===== config.mk =====
export PLATFORM = sky130hd
export DESIGN_NAME = security_supervisor
export DESIGN_NICKNAME = d
export VERILOG_FILES = /design/src/rtl/security_supervisor_pkg.sv /design/src/rtl/sec_timer.sv /design/src/rtl/security_supervisor.sv
export SDC_FILE = /design/constraint.sdc
export NUM_CORES = 1
export LEC_CHECK = 0
export BUFFER_PORTS_ARGS = -buffer_cell sky130_fd_sc_hd__buf_2
export CAP_MARGIN = 20
export CORE_UTILIZATION = 45
export DETAILED_ROUTE_END_ITERATION = 8
export PLACE_DENSITY_LB_ADDON = 0.25
export SYNTH_ARGS = -nofsm -noshare
export SYNTH_HDL_FRONTEND = slang
export SYNTH_SLANG_ARGS = --single-unit

===== constraint.sdc =====
create_clock -name Clock -period 4.9 [get_ports Clock]
set_clock_uncertainty 0.05 [all_clocks]
set_input_delay 0.49 -clock Clock [delete_from_list [all_inputs] [get_ports Clock]]
set_output_delay 0.49 -clock Clock [all_outputs]
set_load 0.05 [all_outputs]

===== src/rtl/security_supervisor_pkg.sv =====
// Shared types for the security supervisor: state encodings and helpers.
// Optional build macro used by this slice: SIREN_CHIRP_EN.
package security_supervisor_pkg;

    typedef enum logic [1:0] {
        ST_ARMED    = 2'd0,
        ST_UNLOCKED = 2'd1,
        ST_SIREN    = 2'd2,
        ST_HOLDOFF  = 2'd3
    } state_t;

    localparam int FC_W = 3;
    localparam int TL_W = 6;

    // Prescaler width; a one-cycle second still needs one bit.
    function automatic int presc_width(input int ticks);
        return (ticks > 1) ? $clog2(ticks) : 1;
    endfunction

endpackage


===== src/rtl/sec_timer.sv =====
// Seconds timer: prescaler producing one tick per second and a
// 6-bit down counter of whole seconds with an expiry strobe.
module sec_timer
    import security_supervisor_pkg::*;
#(
    parameter int TICKS_PER_SEC = 50_000_000
) (
    input  logic            Clock,
    input  logic            Resetn,
    input  logic            load,
    input  logic [TL_W-1:0] load_val,
    output logic            tick,
    output logic            expire,
    output logic [TL_W-1:0] time_left
);

    localparam int PW = presc_width(TICKS_PER_SEC);
    localparam logic [PW-1:0] PRESC_TOP = PW'(TICKS_PER_SEC - 1);

    logic [PW-1:0] presc;

    assign tick   = (presc == '0);
    assign expire = tick && (time_left == TL_W'(1));

    // Load restarts a full second; otherwise count down and tick at zero.
    always_ff @(posedge Clock or negedge Resetn) begin
        if (!Resetn) begin
            presc     <= '0;
            time_left <= '0;
        end else if (load) begin
            presc     <= PRESC_TOP;
            time_left <= load_val;
        end else begin
            if (tick) begin
                presc <= PRESC_TOP;
            end else begin
                presc <= presc - PW'(1);
            end
            if (tick && (time_left != '0)) begin
                time_left <= time_left - TL_W'(1);
            end
        end
    end

endmodule


===== src/rtl/security_supervisor.sv =====
// Turns lock verdicts into timed strike, siren and lockout actions.
// Optional build macro: SIREN_CHIRP_EN (1 s on / 1 s off siren).
module security_supervisor
    import security_supervisor_pkg::*;
#(
    parameter int TICKS_PER_SEC = 50_000_000,
    parameter int MAX_FAILS     = 3,
    parameter int UNLOCK_SECS   = 5,
    parameter int SIREN_SECS    = 10,
    parameter int HOLD_SECS     = 20
) (
    input  logic            Clock,
    input  logic            Resetn,
    input  logic            open,
    input  logic            alarm,
    input  logic            neww,
    output logic            door_unlock,
    output logic            siren,
    output logic            locked_out,
    output logic [FC_W-1:0] fail_count,
    output logic [TL_W-1:0] time_left
);

    localparam logic [FC_W-1:0] MAX_FC  = FC_W'(MAX_FAILS);
    localparam logic [TL_W-1:0] T_UNL   = TL_W'(UNLOCK_SECS);
    localparam logic [TL_W-1:0] T_SIREN = TL_W'(SIREN_SECS);
    localparam logic [TL_W-1:0] T_HOLD  = TL_W'(HOLD_SECS);

    logic [2:0]      in_q;
    logic [2:0]      in_p;
    logic            ev_open;
    logic            ev_alarm;
    logic            ev_neww;
    state_t          state;
    state_t          state_n;
    logic [FC_W-1:0] fail_n;
    logic [FC_W-1:0] base;
    logic            load;
    logic [TL_W-1:0] load_val;
    logic            tick;
    logic            expire;

    assign ev_open  = in_q[2] & ~in_p[2];
    assign ev_alarm = in_q[1] & ~in_p[1];
    assign ev_neww  = in_q[0] & ~in_p[0];

    sec_timer #(
        .TICKS_PER_SEC(TICKS_PER_SEC)
    ) u_timer (
        .Clock    (Clock),
        .Resetn   (Resetn),
        .load     (load),
        .load_val (load_val),
        .tick     (tick),
        .expire   (expire),
        .time_left(time_left)
    );

    // Next state, failure count and timer load from the current events.
    always_comb begin
        state_n  = state;
        fail_n   = fail_count;
        base     = ev_neww ? '0 : fail_count;
        load     = 1'b0;
        load_val = '0;
        unique case (state)
            ST_ARMED: begin
                if (ev_alarm) begin
                    if (base + FC_W'(1) >= MAX_FC) begin
                        fail_n   = MAX_FC;
                        state_n  = ST_SIREN;
                        load     = 1'b1;
                        load_val = T_SIREN;
                    end else begin
                        fail_n = base + FC_W'(1);
                    end
                end else if (ev_open) begin
                    fail_n   = '0;
                    state_n  = ST_UNLOCKED;
                    load     = 1'b1;
                    load_val = T_UNL;
                end else if (ev_neww) begin
                    fail_n = '0;
                end
            end
            ST_UNLOCKED: begin
                if (ev_neww) begin
                    fail_n = '0;
                end
                if (ev_open) begin
                    load     = 1'b1;
                    load_val = T_UNL;
                end else if (expire) begin
                    state_n = ST_ARMED;
                end
            end
            ST_SIREN: begin
                if (expire) begin
                    state_n  = ST_HOLDOFF;
                    load     = 1'b1;
                    load_val = T_HOLD;
                end
            end
            ST_HOLDOFF: begin
                if (expire) begin
                    state_n = ST_ARMED;
                    fail_n  = '0;
                end
            end
            default: begin
                state_n = ST_ARMED;
            end
        endcase
    end

`ifdef SIREN_CHIRP_EN
    logic chirp;
    logic chirp_n;

    // Chirp phase restarts high on siren entry and flips every second.
    always_comb begin
        chirp_n = chirp;
        if ((state != ST_SIREN) && (state_n == ST_SIREN)) begin
            chirp_n = 1'b1;
        end else if (tick) begin
            chirp_n = ~chirp;
        end
    end

    // Chirp phase register.
    always_ff @(posedge Clock or negedge Resetn) begin
        if (!Resetn) begin
            chirp <= 1'b0;
        end else begin
            chirp <= chirp_n;
        end
    end

    // Siren drive gated by the chirp phase.
    always_ff @(posedge Clock or negedge Resetn) begin
        if (!Resetn) begin
            siren <= 1'b0;
        end else begin
            siren <= (state_n == ST_SIREN) && chirp_n;
        end
    end
`else
    logic unused_tick;
    assign unused_tick = tick;

    // Siren steady for the whole siren phase.
    always_ff @(posedge Clock or negedge Resetn) begin
        if (!Resetn) begin
            siren <= 1'b0;
        end else begin
            siren <= (state_n == ST_SIREN);
        end
    end
`endif

    // Input/edge registers, FSM state, count and Moore output registers.
    always_ff @(posedge Clock or negedge Resetn) begin
        if (!Resetn) begin
            in_q        <= '0;
            in_p        <= '0;
            state       <= ST_ARMED;
            fail_count  <= '0;
            door_unlock <= 1'b0;
            locked_out  <= 1'b0;
        end else begin
            in_q        <= {open, alarm, neww};
            in_p        <= in_q;
            state       <= state_n;
            fail_count  <= fail_n;
            door_unlock <= (state_n == ST_UNLOCKED);
            locked_out  <= (state_n == ST_SIREN) || (state_n == ST_HOLDOFF);
        end
    end

endmodule


Yosys cells after proc, flatten, opt, wreduce, memory -nomap -nowiden
Index checks and enable logic that the tools add are counted.
{"block": "op_classes", "bitwise_logic": 6, "n_lt_le_gt_ge": 1, "n_reduce_logical": 9, "addsub": 3, "mux": 27, "n_eq_ne": 8}
{"operator": "two-way mux 26 bit", "n": 2}
{"operator": "logical NOT 26 bit", "n": 1}
{"operator": "subtractor 26 x 1 -> 26 bit, second input constant", "n": 1}
{"operator": "two-way mux 3 bit", "n": 6}
{"operator": "two-way mux 6 bit", "n": 3}
{"operator": "case mux 6 bit (3 select lines)", "n": 1}
{"operator": "two-way mux 2 bit", "n": 6}
{"operator": "case mux 3 bit (3 select lines)", "n": 1}
{"operator": "== test 2 bit, second input constant", "n": 4}
{"operator": "case mux 2 bit (4 select lines)", "n": 1}
{"operator": "== test 6 x 1 -> 1 bit, second input constant", "n": 1}
{"operator": "nonzero test 6 bit", "n": 1}
{"operator": "subtractor 6 x 1 -> 6 bit, second input constant", "n": 1}
{"operator": "two-way mux 5 bit", "n": 1}
{"operator": "== test 2 x 1 -> 1 bit, second input constant", "n": 2}
{"operator": "two-way mux 1 bit", "n": 4}
{"operator": "two-way mux 4 bit", "n": 1}
{"operator": "adder 3 x 1 -> 3 bit, second input constant", "n": 1}
{"operator": "bitwise AND 1 bit", "n": 3}
{"operator": ">= comparator 3 x 2 -> 1 bit, second input constant", "n": 1}
{"operator": "inverter 1 bit", "n": 3}
{"operator": "case mux 1 bit (3 select lines)", "n": 1}
{"operator": "nonzero test 3 bit", "n": 1}
{"operator": "logical AND 1 bit", "n": 2}
{"operator": "other kinds (5)", "n": 5}
{"block": "totals", "ff_bits": 46, "out_inout_bits": 12, "in_bits": 5, "word_cells": 63}

Depth between registers and ports, before layout
Gate-level depths: netlist (run 1).
{"block": "logic_depth", "depth_word": 10, "depth_mapped": 9, "depth_no_buf": 7}

Cells and area by module
Synthesis (run 1) repeated with hierarchy kept, for this count alone.
{"block": "hier_totals", "cells_unflattened": 254, "hier_area_um2": 2459.9}
{"mod": "sec_timer", "n_inst": 1, "area_each_um2": 1790.5, "cells_per_inst": 193}
{"mod": "security_supervisor", "n_inst": 1, "area_each_um2": 669.4, "cells_per_inst": 61}

Worst setup path after synthesis (run 1)
Ideal clock, no wire load.
{"block": "synth_path", "path_kind": "reg2reg", "startpoint": "register u_timer.presc[0]", "endpoint": "register u_timer.time_left[5]", "setup_ns": 0.078, "setup_slack_ns": 2.599, "arrival_time_ns": 2.174, "n_path_buf": 0, "t_required_ns": 4.772, "stages_incl_launch_ff": 8, "cell_sequence": "dfrtp_1 inv_1 ha_1 or4b_1 nand4bb_4 or2_4 or4_1 a21oi_1"}
{"block": "synth_via", "elab_chain_cells": 5, "elab_cells_between_ends": 7, "classes_between": "mux (3); reduce/logical (4)"}
{"item": "from (decl)", "line_no": "sec_timer.sv:20", "source": "logic [PW-1:0] presc;"}
{"item": "from (signal assigned)", "line_no": "sec_timer.sv:37", "source": "presc <= presc - PW'(1);"}
{"item": "logical NOT 26 bit *", "line_no": "sec_timer.sv:22", "source": "assign tick = (presc == '0);"}
{"item": "logical AND 1 bit", "line_no": "sec_timer.sv:23", "source": "assign expire = tick && (time_left == TL_W'(1));"}
{"item": "two-way mux 1 bit", "line_no": "security_supervisor.sv:98", "source": "if (expire) begin"}
{"item": "case mux 1 bit (3 select lines)", "line_no": "security_supervisor.sv:66", "source": "unique case (state)"}
{"item": "two-way mux 6 bit or nonzero test 2 bit (tied branches)"}
{"item": "to (signal assigned)", "line_no": "sec_timer.sv:32", "source": "time_left <= load_val;"}
{"item": "to (signal assigned)", "line_no": "sec_timer.sv:40", "source": "time_left <= time_left - TL_W'(1);"}
{"item": "to (decl)", "line_no": "sec_timer.sv:14", "source": "output logic [TL_W-1:0] time_left"}
Every way passes the cells marked *; elsewhere a longest branch is shown, timed or not.
A chain may end at the register's enable or synchronous reset.

Final worst setup path (run 1)
{"block": "layout_path", "startpoint": "register u_timer.presc[7]", "endpoint": "register u_timer.time_left[5]"}
The elaborated chain is that of the path after synthesis.

==> impl_metrics.json, run 1 <==
{
  "die_x_um": 73.7,
  "synth.distinct_cells": 46,
  "synthesis.nets": 248,
  "clkLatencyLatePin_ps": 300,
  "ctsHoldBuffers": 0,
  "hold_path_class": "input port to async pin",
  "fmax_ghz": 0.395,
  "ff2ff_path_depth": 5,
  "multi_input_area_mm2": 0.00110,
  "io_pins": 17,
  "drtAntennaViolNets": 0,
  "post_cts_buffers": 0,
  "synth-edff-count": 0,
  "layout-drive-gt1-share_pct": 11.6,
  "yosysTopAreaCellShare_pct": 49.8,
  "critPathArrivalTime_ps": 2720,
  "routed_wl_um": 4340,
  "p_per_area_mw_per_mm2": 309,
  "critPathKind": "flop to flop",
  "drt_pass1_iterations": 4,
  "cts_buffer_depth": 2,
  "start_util_pct": 47.7,
  "period_needed_ps": 2530,
  "finalHoldViolations": 0,
  "fp.coreArea_mm2": 0.00485,
  "synth_area_mm2": 0.00231,
  "avgSynthCellArea_um2": 9.67,
  "setup-violations-final": 0,
  "r2r_slack_ps": 2370,
  "worstPathCellList": "nor4_1, nand4_1, or2_4, or4_1, a21oi_1",
  "dpl.hpwl_um": 3060,
  "grt_start_max_net_pins": 47,
  "yosysMostFrequentCell": "dfrtp_1",
  "ys_ff_latch": 46,
  "yosysWarnings": 0,
  "row_count": 25,
  "end_kind": "flop",
  "cts.htree.levels": 2,
  "ys_top_cells_by_area": "dfrtp_1 50%, nand2_1 5.4%, xor2_1 4.9%",
  "grt_antenna_before_repair": 0,
  "viasPerCell": 5.30,
  "ys.flop_type": "dfrtp_1",
  "wl_per_cell_um": 13.3,
  "crit_fanout": 6,
  "area_growth_pct": 13.2,
  "io_buffers": 16,
  "cts_tree": "yes",
  "fin_util_pct": 54.0,
  "leakagePower_uw": 0.00108,
  "clock-root-buffer": "clkbuf_8",
  "post-route-drc-count": 0,
  "seq_area_frac_synth_pct": 49.8,
  "regArea_mm2": 0.00115,
  "ctsResizeCount": 0,
  "antenna_cells": 0,
  "num_vias": 1729,
  "setup_tns_ps": 0,
  "rr_endpoint": "u_timer.time_left[5]$_DFFE_PN0P_",
  "num-fill-cells": 460,
  "grt_pass1_vias": 1610,
  "path_delay_family": "simple AND/OR/NAND/NOR gates",
  "period_share_pct": 51.6,
  "gp_congestion": 0.843,
  "rsz0062_at_grt": "no",
  "slowest_stage": "nor4_1",
  "synth.largest_area_cell": "dfrtp_1",
  "worstPathRequired_ps": 5090,
  "finalMaxSlewViolations": 0,
  "synthTopCellsByCount": "46 x dfrtp_1, 33 x nand2_1, 26 x nor2_1",
  "worstMarginPinSlew_ps": 1020,
  "dieArea_mm2": 0.00543,
  "outcome": "completed",
  "die_h_um": 73.7,
  "crit_buf_inv": 0,
  "rr_startpoint": "u_timer.presc[7]$_DFF_PN0_",
  "grt_overflow": 0,
  "cts.clk_slew.worst_paths_ps": 90,
  "grt_use_total_pct": 18.4,
  "drtIter0Drc": 111,
  "relSlewSlack_pct": 31.8,
  "async_flop_share_pct": 100,
  "max-vdd-ir-drop_v": 0.000170,
  "clock_sinks": 46,
  "drv_cap": 0,
  "numCtsBuffers": 5,
  "cp-start-kind": "flop",
  "grt_first_pass_wirelength_um": 7580,
  "syn_inst": 239,
  "critPathMaxStageDelay_ps": 660,
  "final_net_count": 267
}
==> report_power, final <==
part           switching [uW]  internal, uW  total, uW
registers                16.6           396        412
clock network             127           217        345
logic                    30.9          20.2       51.1
total                     175           633        808
==> worst max-delay path by stage <==
stage               cells after the start                          endpoint                        from
floorplan                               7  u_timer.time_left[5]$_DFFE_PN0P_  u_timer.presc[0]$_DFF_PN0_
global placement                        5  u_timer.time_left[5]$_DFFE_PN0P_  u_timer.presc[7]$_DFF_PN0_
detailed placement                      5  u_timer.time_left[5]$_DFFE_PN0P_  u_timer.presc[7]$_DFF_PN0_
CTS                                     5  u_timer.time_left[5]$_DFFE_PN0P_  u_timer.presc[7]$_DFF_PN0_
global route                            7         fail_count[0]$_DFFE_PN0P_  u_timer.presc[0]$_DFF_PN0_
finish                                  5  u_timer.time_left[5]$_DFFE_PN0P_  u_timer.presc[7]$_DFF_PN0_
==> sequential cells by signal (all words and copies together) (netlist names) <==
register	cells
in_q	3
siren	1
door_unlock	1
fail_count	3
state	2
u_timer.time_left	6
u_timer.presc	26
in_p	3
locked_out	1
==> final cells by class <==
| class | instances | area share [%] |
|---|---|---|
| flip-flops and latches | 46 | 44.0 |
| repair buffers | 17 | 3.82 |
| clock buffers | 6 | 3.15 |
| multi-input cells | 178 | 42.1 |
| inverters | 10 | 1.43 |
| well taps | 67 | 3.20 |
| clock inverters | 2 | 2.29 |
==> cells in the final DEF, fill, tap and decap left out, types with 4 or more instances in the layout <==
| master | count |
|---|---|
| a21oi_1 | 5 |
| buf_2 | 16 |
| clkbuf_8 | 6 |
| dfrtp_1 | 46 |
| ha_1 | 4 |
| inv_1 | 10 |
| nand2_1 | 33 |
| nand3_1 | 13 |
| nand4_1 | 7 |
| nor2_1 | 26 |
| nor3_1 | 8 |
| nor4_1 | 8 |
| o21ai_0 | 5 |
| or4_1 | 4 |
| xnor2_1 | 10 |
| xor2_1 | 13 |
==> cell families after synthesis <==
family / count (synthesis) / synth area share (%)
AOI/OAI and AO/OA: 23 / 6.49
xor gates and xnor gates: 23 / 8.71
adders and majority gates: 4 / 2.16
buffers and inverters: 15 / 2.54
DFF: 46 / 49.8
muxes: 1 / 0.433
and+or+nand+nor: 127 / 29.9
==> worst register-to-register path, cell delays in order (launching register included) <==
cell and delay (ps):
dfrtp_1 440, nor4_1 660, nand4_1 330, or2_4 350, or4_1 500, a21oi_1 140
==> per-stage QoR <==
stage          hold WS, ps  setup slack (ps)  cells  total power [uW]  cell area, um2
3_5_place_dp           321              2380    317               471            2450
5_1_grt               51.5              2160    326               842            2620
6_report              31.2              2370    326               808            2620
3_3_place_gp           315              2390    317               470            2450
4_1_cts                233              2380    325               815            2600
2_1_floorplan          144              2600    239               452            2310
==> metal layers <==
layer	global-route usage [%]	vias to the layer above	share of wire (%)
met5	0	-	0
met4	5.13	0	0.85
met3	4.12	4	2.6
met2	26.9	21	43
met1	27.3	825	53
li1	-	879	-
(Power assumes the default switching activity.)
==> inputs of run 2 (changes only) <==
--- a/config.mk
+++ b/config.mk
@@ -5,6 +5,7 @@
 export SDC_FILE = /design/constraint.sdc
 export NUM_CORES = 1
 export LEC_CHECK = 0
+export ABC_AREA = 1
 export BUFFER_PORTS_ARGS = -buffer_cell sky130_fd_sc_hd__buf_2
 export CAP_MARGIN = 20
 export CORE_UTILIZATION = 45
==> constraint.sdc (replaced) <==
create_clock -name Clock -period 2.4 [get_ports Clock]
set_clock_uncertainty 0.05 [all_clocks]
set_input_delay 0.24 -clock Clock [delete_from_list [all_inputs] [get_ports Clock]]
set_output_delay 0.24 -clock Clock [all_outputs]
set_load 0.05 [all_outputs]
==> impl_metrics.json, run 2 <==
{
  "yosysTopAreaCellShare_pct": 46.3,
  "relSlewSlack_pct": 68.2,
  "ys_ff_latch": 46,
  "die_h_um": 76.3,
  "grt_first_pass_wirelength_um": 8540,
  "cts_buffer_depth": 2,
  "drtIter0Drc": 114,
  "dieArea_mm2": 0.00582,
  "ys_top_cells_by_area": "dfrtp_1 46%, nand2_1 9.4%, nor2_1 7.1%",
  "viasPerCell": 4.89,
  "grt_pass1_vias": 1911,
  "period_needed_ps": 2000,
  "die_x_um": 76.3,
  "p_per_area_mw_per_mm2": 859,
  "largest_reg_flops": 26,
  "syn_inst": 293,
  "outcome": "completed",
  "fmax_ghz": 0.500,
  "fp.coreArea_mm2": 0.00520,
  "post-route-drc-count": 0,
  "critPathMaxStageDelay_ps": 390,
  "whs_ps": 338,
  "yosysMostFrequentCell": "nand2_1",
  "avgSynthCellArea_um2": 8.48,
  "synth-edff-count": 0,
  "cts.clk_slew.worst_paths_ps": 90,
  "critPathKind": "flop to flop",
  "io_buffers": 16,
  "final_net_count": 330,
  "setup_tns_ps": 0,
  "grt_use_total_pct": 18.1,
  "crit_fanout": 11,
  "critPathArrivalTime_ps": 2180,
  "drt_pass1_iterations": 4,
  "p_total_uw": 2420,
  "hold_path_class": "input port to async pin",
  "area_growth_pct": 13.2,
  "start_util_pct": 47.7,
  "cts.htree.levels": 2,
  "antenna_cells": 0,
  "seq_area_frac_synth_pct": 46.3,
  "post_cts_buffers": 0,
  "yosysWarnings": 0,
  "cts_tree": "yes",
  "grt_antenna_before_repair": 0,
  "num_vias": 1917,
  "end_kind": "flop",
  "clock_sinks": 46,
  "routed_wl_um": 4640,
  "numCtsBuffers": 5,
  "worstPathCellList": "inv_1, ha_1, nand2_2, nor2_4, nand2_4, nor2_8, nand3_4, nand3_4, nor2_4, inv_2, nor2_1",
  "clkLatencyLatePin_ps": 300,
  "synthTopCellsByCount": "62 x nand2_1, 47 x nor2_1, 46 x dfrtp_1",
  "io_pins": 17,
  "ctsResizeCount": 0,
  "wl_per_cell_um": 11.8,
  "row_count": 26,
  "period_share_pct": 83.3,
  "crit_buf_inv": 2,
  "reg_top3": "u_timer.presc (26), u_timer.time_left (6)",
  "leakagePower_uw": 0.00130,
  "dpl.hpwl_um": 3530,
  "grt_start_max_net_pins": 29,
  "grt_overflow": 0,
  "layout-drive-gt1-share_pct": 19.6,
  "async_flop_share_pct": 100,
  "gp_congestion": 0.846,
  "final_common_cell": "nand2_1",
  "final_cell_mix": "62 x nand2_1, 47 x nor2_1, 46 x dfrtp_1",
  "finalMaxSlewViolations": 0,
  "drtAntennaViolNets": 0,
  "setup-violations-final": 0,
  "finalHoldViolations": 0,
  "slowest_stage": "nor2_4",
  "clock-root-buffer": "clkbuf_8",
  "synth.distinct_cells": 33,
  "ys.flop_type": "dfrtp_1",
  "synth_area_mm2": 0.00248,
  "worstPathRequired_ps": 2580,
  "synth.largest_area_cell": "dfrtp_1",
  "max-vdd-ir-drop_v": 0.000683,
  "drv_cap": 0,
  "worstMarginPinSlew_ps": 474,
  "path_delay_family": "simple AND/OR/NAND/NOR gates",
  "regMostFlops": "u_timer.presc",
  "cp-start-kind": "flop",
  "synthesis.nets": 302,
  "rsz0062_at_grt": "no"
}
-- run 2: cell types whose count changed in the layout (fill, tap and decap cells not counted), moves of 5 or more --
| cell | before | now |
|---|---|---|
| nand3_1 | 13 | 20 |
| nor4_1 | 8 | 1 |
| inv_1 | 10 | 25 |
| nor2_1 | 26 | 47 |
| nand2_2 | 0 | 9 |
| xnor2_1 | 10 | 5 |
| nand2_1 | 33 | 62 |
| or2_2 | 1 | 7 |
-- run 2: layer usage --
metal | global-route usage, % | vias to the layer above | routed length (um)
li1 | - | 987 | -
met1 | 23.5 | 898 | 2230
met2 | 30.0 | 28 | 2240
met3 | 3.47 | 4 | 120
met4 | 6.73 | 0 | 43
met5 | 0 | - | 0
-- run 2: cell families (layout without fill, tap and decap cells) --
kind of cell	count (synthesis)	after routing	share of synthesized area, %
xor+xnor	20	20	7.05
flops	46	46	46.3
compound gates	22	22	5.29
buf+inv	28	57	4.53
simple gates	173	173	34.8
fa+ha+maj	4	4	2.02
-- run 2: layout make-up --
class                   count  area [um2]
multi-input cells         219        1220
clock buffers               5        68.8
inverters                  27         101
fillers                   488        2390
clock inverters             3        47.5
well taps                  70        87.6
repair buffers             22         135
flip-flops and latches     46        1150
-- run 2: report_power, final --
group / internal (uW) / switching [uW] / leakage, uW
clock: 318 / 287 / 0.0000591
combinational: 233 / 563 / 0.000721
sequential: 892 / 123 / 0.000524
total: 1440 / 972 / 0.00130
-- run 2: worst paths after layout --
check                                      startpoint                               end  slack (ps)  depth (start not counted)
hold reg to reg                     in_q[1]$_DFF_PN0_                 in_p[1]$_DFF_PN0_         340                          0
min in group Clock                  in_q[1]$_DFF_PN0_                 in_p[1]$_DFF_PN0_         340                          0
hold / removal                                 Resetn       u_timer.presc[15]$_DFF_PN0_         340                          2
max in group asynchronous                      Resetn  u_timer.time_left[3]$_DFFE_PN0P_        1250                          3
setup reg to reg           u_timer.presc[0]$_DFF_PN0_       u_timer.presc[18]$_DFF_PN0_         400                         11
setup / recovery           u_timer.presc[0]$_DFF_PN0_       u_timer.presc[18]$_DFF_PN0_         400                         11
-- run 2: what timing repair did --
action / 4_1_cts / 5_1_grt
endpoints found under the hold margin: 21 / 0
setup endpoints to repair: 0 / 0
hold buffers: 4 / 0
-- run 2: per-stage QoR --
stage                     instances  setup slack, ps  cell area (um2)  util [%]
after floorplan                 293              515             2480         -
after global placement          380              477             2660      51.0
after detailed placement        380              397             2660      51.0
final                           392              400             2810      54.0
after global routing            392              185             2810      54.0
after CTS                       392              389             2810      54.0
==> inputs of run 3 (changes only) <==
--- a/config.mk
+++ b/config.mk
@@ -5,7 +5,7 @@
 export SDC_FILE = /design/constraint.sdc
 export NUM_CORES = 1
 export LEC_CHECK = 0
-export ABC_AREA = 1
+export ABC_AREA = 0
 export BUFFER_PORTS_ARGS = -buffer_cell sky130_fd_sc_hd__buf_2
 export CAP_MARGIN = 20
 export CORE_UTILIZATION = 45
==> constraint.sdc (replaced) <==
create_clock -name Clock -period 1.69 [get_ports Clock]
set_clock_uncertainty 0.05 [all_clocks]
set_input_delay 0.169 -clock Clock [delete_from_list [all_inputs] [get_ports Clock]]
set_output_delay 0.169 -clock Clock [all_outputs]
set_load 0.05 [all_outputs]
==> impl_metrics.json, run 3 (synthesis gave the netlist of run 1 again) <==
{
  "fin_ws_ps": -542,
  "ff2ff_path_depth": 8,
  "rr_startpoint": "u_timer.presc[1]$_DFF_PN0_",
  "final_cell_mix": "66 x buf_4, 44 x dfrtp_1, 32 x nand2_1",
  "relSlewSlack_pct": 70.6,
  "gp_congestion": 0.858,
  "cts.htree.levels": 2,
  "top_layer_used": "met4",
  "cts.clk_slew.worst_paths_ps": 90,
  "final_common_cell": "buf_4",
  "grt_pass1_vias": 2105,
  "p_per_area_mw_per_mm2": 683,
  "finalHoldViolations": 0,
  "viasPerCell": 5.31,
  "start_util_pct": 47.7,
  "crit_fanout": 3,
  "cp.depth": 8,
  "row_count": 25,
  "slowest_stage": "or4b_4",
  "grt_first_pass_wirelength_um": 9850,
  "placed_area_mm2": 0.00299,
  "grt_use_total_pct": 24.0,
  "routed_wl_um": 5910,
  "period_share_pct": 132,
  "post-route-drc-count": 0,
  "io_pins": 17,
  "dr_wl_met2_um": 3010,
  "dieArea_mm2": 0.00543,
  "worstPathCellList": "inv_1, ha_2, or4b_4, nand4bb_4, or2_4, buf_4, o31ai_2, a21oi_2",
  "die_h_um": 73.7,
  "reg_top3": "u_timer.presc (26), u_timer.time_left (6)",
  "clock-root-buffer": "clkbuf_8",
  "hold_path_class": "input port to async pin",
  "die_x_um": 73.7,
  "finalMaxSlewViolations": 0,
  "drtAntennaViolNets": 0,
  "startpoint": "u_timer.presc[1]$_DFF_PN0_",
  "critPathArrivalTime_ps": 2370,
  "fmax_ghz": 0.448,
  "worstMarginPinSlew_ps": 430,
  "rsz0062_at_grt": "yes",
  "wl_per_cell_um": 14.8,
  "final_net_count": 341,
  "violations": "setup timing",
  "grt_overflow": 0,
  "layout-drive-gt1-share_pct": 37.5,
  "clkLatencyLatePin_ps": 300,
  "critPathKind": "flop to flop",
  "leakagePower_uw": 0.00147,
  "pre_cts_ws_ps": -550,
  "area_growth_pct": 44.0,
  "postLayoutCellArea_mm2": 0.00333,
  "end_kind": "flop",
  "path_delay_family": "simple AND/OR/NAND/NOR gates",
  "num_vias": 2124,
  "io_buffers": 16,
  "outcome": "finished, violations left",
  "cts_tree": "yes",
  "wl_met3_um": 209,
  "fp.coreArea_mm2": 0.00485,
  "drt_pass1_iterations": 4,
  "grt_start_max_net_pins": 47,
  "period_needed_ps": 2230,
  "regMostFlops": "u_timer.presc",
  "largest_reg_flops": 26,
  "max-vdd-ir-drop_v": 0.000473,
  "critPathMaxStageDelay_ps": 460,
  "grt_antenna_before_repair": 0,
  "routedLengthMet1_um": 2570,
  "drv_cap": 0,
  "dpl.hpwl_um": 3970,
  "antenna_cells": 0,
  "drtIter0Drc": 163,
  "numCtsBuffers": 5,
  "cts_buffer_depth": 2,
  "worstPathRequired_ps": 1830,
  "fin_util_pct": 68.7,
  "crit_buf_inv": 2,
  "num-fill-cells": 368,
  "setup-violations-final": 40,
  "clock_sinks": 46,
  "cp-start-kind": "flop"
}
==> run 3: changes by cell type in the layout (fill, tap and decap cells not counted), sizes merged, moves of 4 or more <==
cell,delta
nor2,-30
xnor2,+5
or4,+5
nor3,+4
or2,-5
buf,+69
nor4,+7
nand3,-13
inv,-19
nand2,-39
==> run 3: worst reg2reg max path, stage by stage (launching register included) <==
cell and delay [ps]:
dfrtp_1 380, inv_1 60, ha_2 170, or4b_4 460, nand4bb_4 210, or2_4 250, buf_4 150, o31ai_2 310
a21oi_2 80
==> run 3: what timing repair did <==
action	4_1_cts	5_1_grt
setup buffers	4	2
hold endpoints to repair	49	0
resized for setup	20	10
gates cloned	0	0
pin swaps	13	7
endpoints found under the setup margin	40	40
hold buffers	4	0
==> run 3: final timing paths <==
path / to / slack, ps
setup / recovery: u_timer.time_left[5]$_DFFE_PN0P_ / -540
hold / removal: u_timer.presc[10]$_DFF_PN0_ / 310
setup reg to reg: u_timer.time_left[5]$_DFFE_PN0P_ / -540
hold reg to reg: in_p[2]$_DFF_PN0_ / 340
max in group asynchronous: u_timer.time_left[3]$_DFFE_PN0P_ / 1040
min in group Clock: in_p[2]$_DFF_PN0_ / 340
==> run 3: power breakdown <==
group	total [uW]	leakage (uW)	internal (uW)	switching, uW
registers	1170	0.000519	1150	24.5
clock network	820	0.0000504	440	380
logic	281	0.000903	129	152
==> run 3: through the flow <==
step                power [uW]  cells  hold slack [ps]  setup TNS [ps]
floorplan                 1330    239             -177          -13720
global placement          1440    382              121          -14040
detailed placement        1450    382              120          -16060
CTS                       2300    398              336          -14350
global route              2380    400              366          -18550
finish                    2270    400              313          -14740
==> run 3: layer usage <==
| metal | track usage, % | vias to the layer above |
|---|---|---|
| met2 | 40.9 | 53 |
| li1 | - | 1029 |
| met4 | 9.40 | 0 |
| met5 | 0 | - |
| met1 | 30.5 | 1032 |
| met3 | 3.98 | 10 |
==> run 3: layout make-up <==
cell class              instances  area (um2)  area share [%]
clock inverters                 3        45.0            1.35
flip-flops and latches         46        1150            34.6
well taps                      67        83.8            2.52
inverters                      10        37.5            1.13
multi-input cells             178        1260            37.8
clock buffers                   5        68.8            2.07
repair buffers                 91         681            20.4
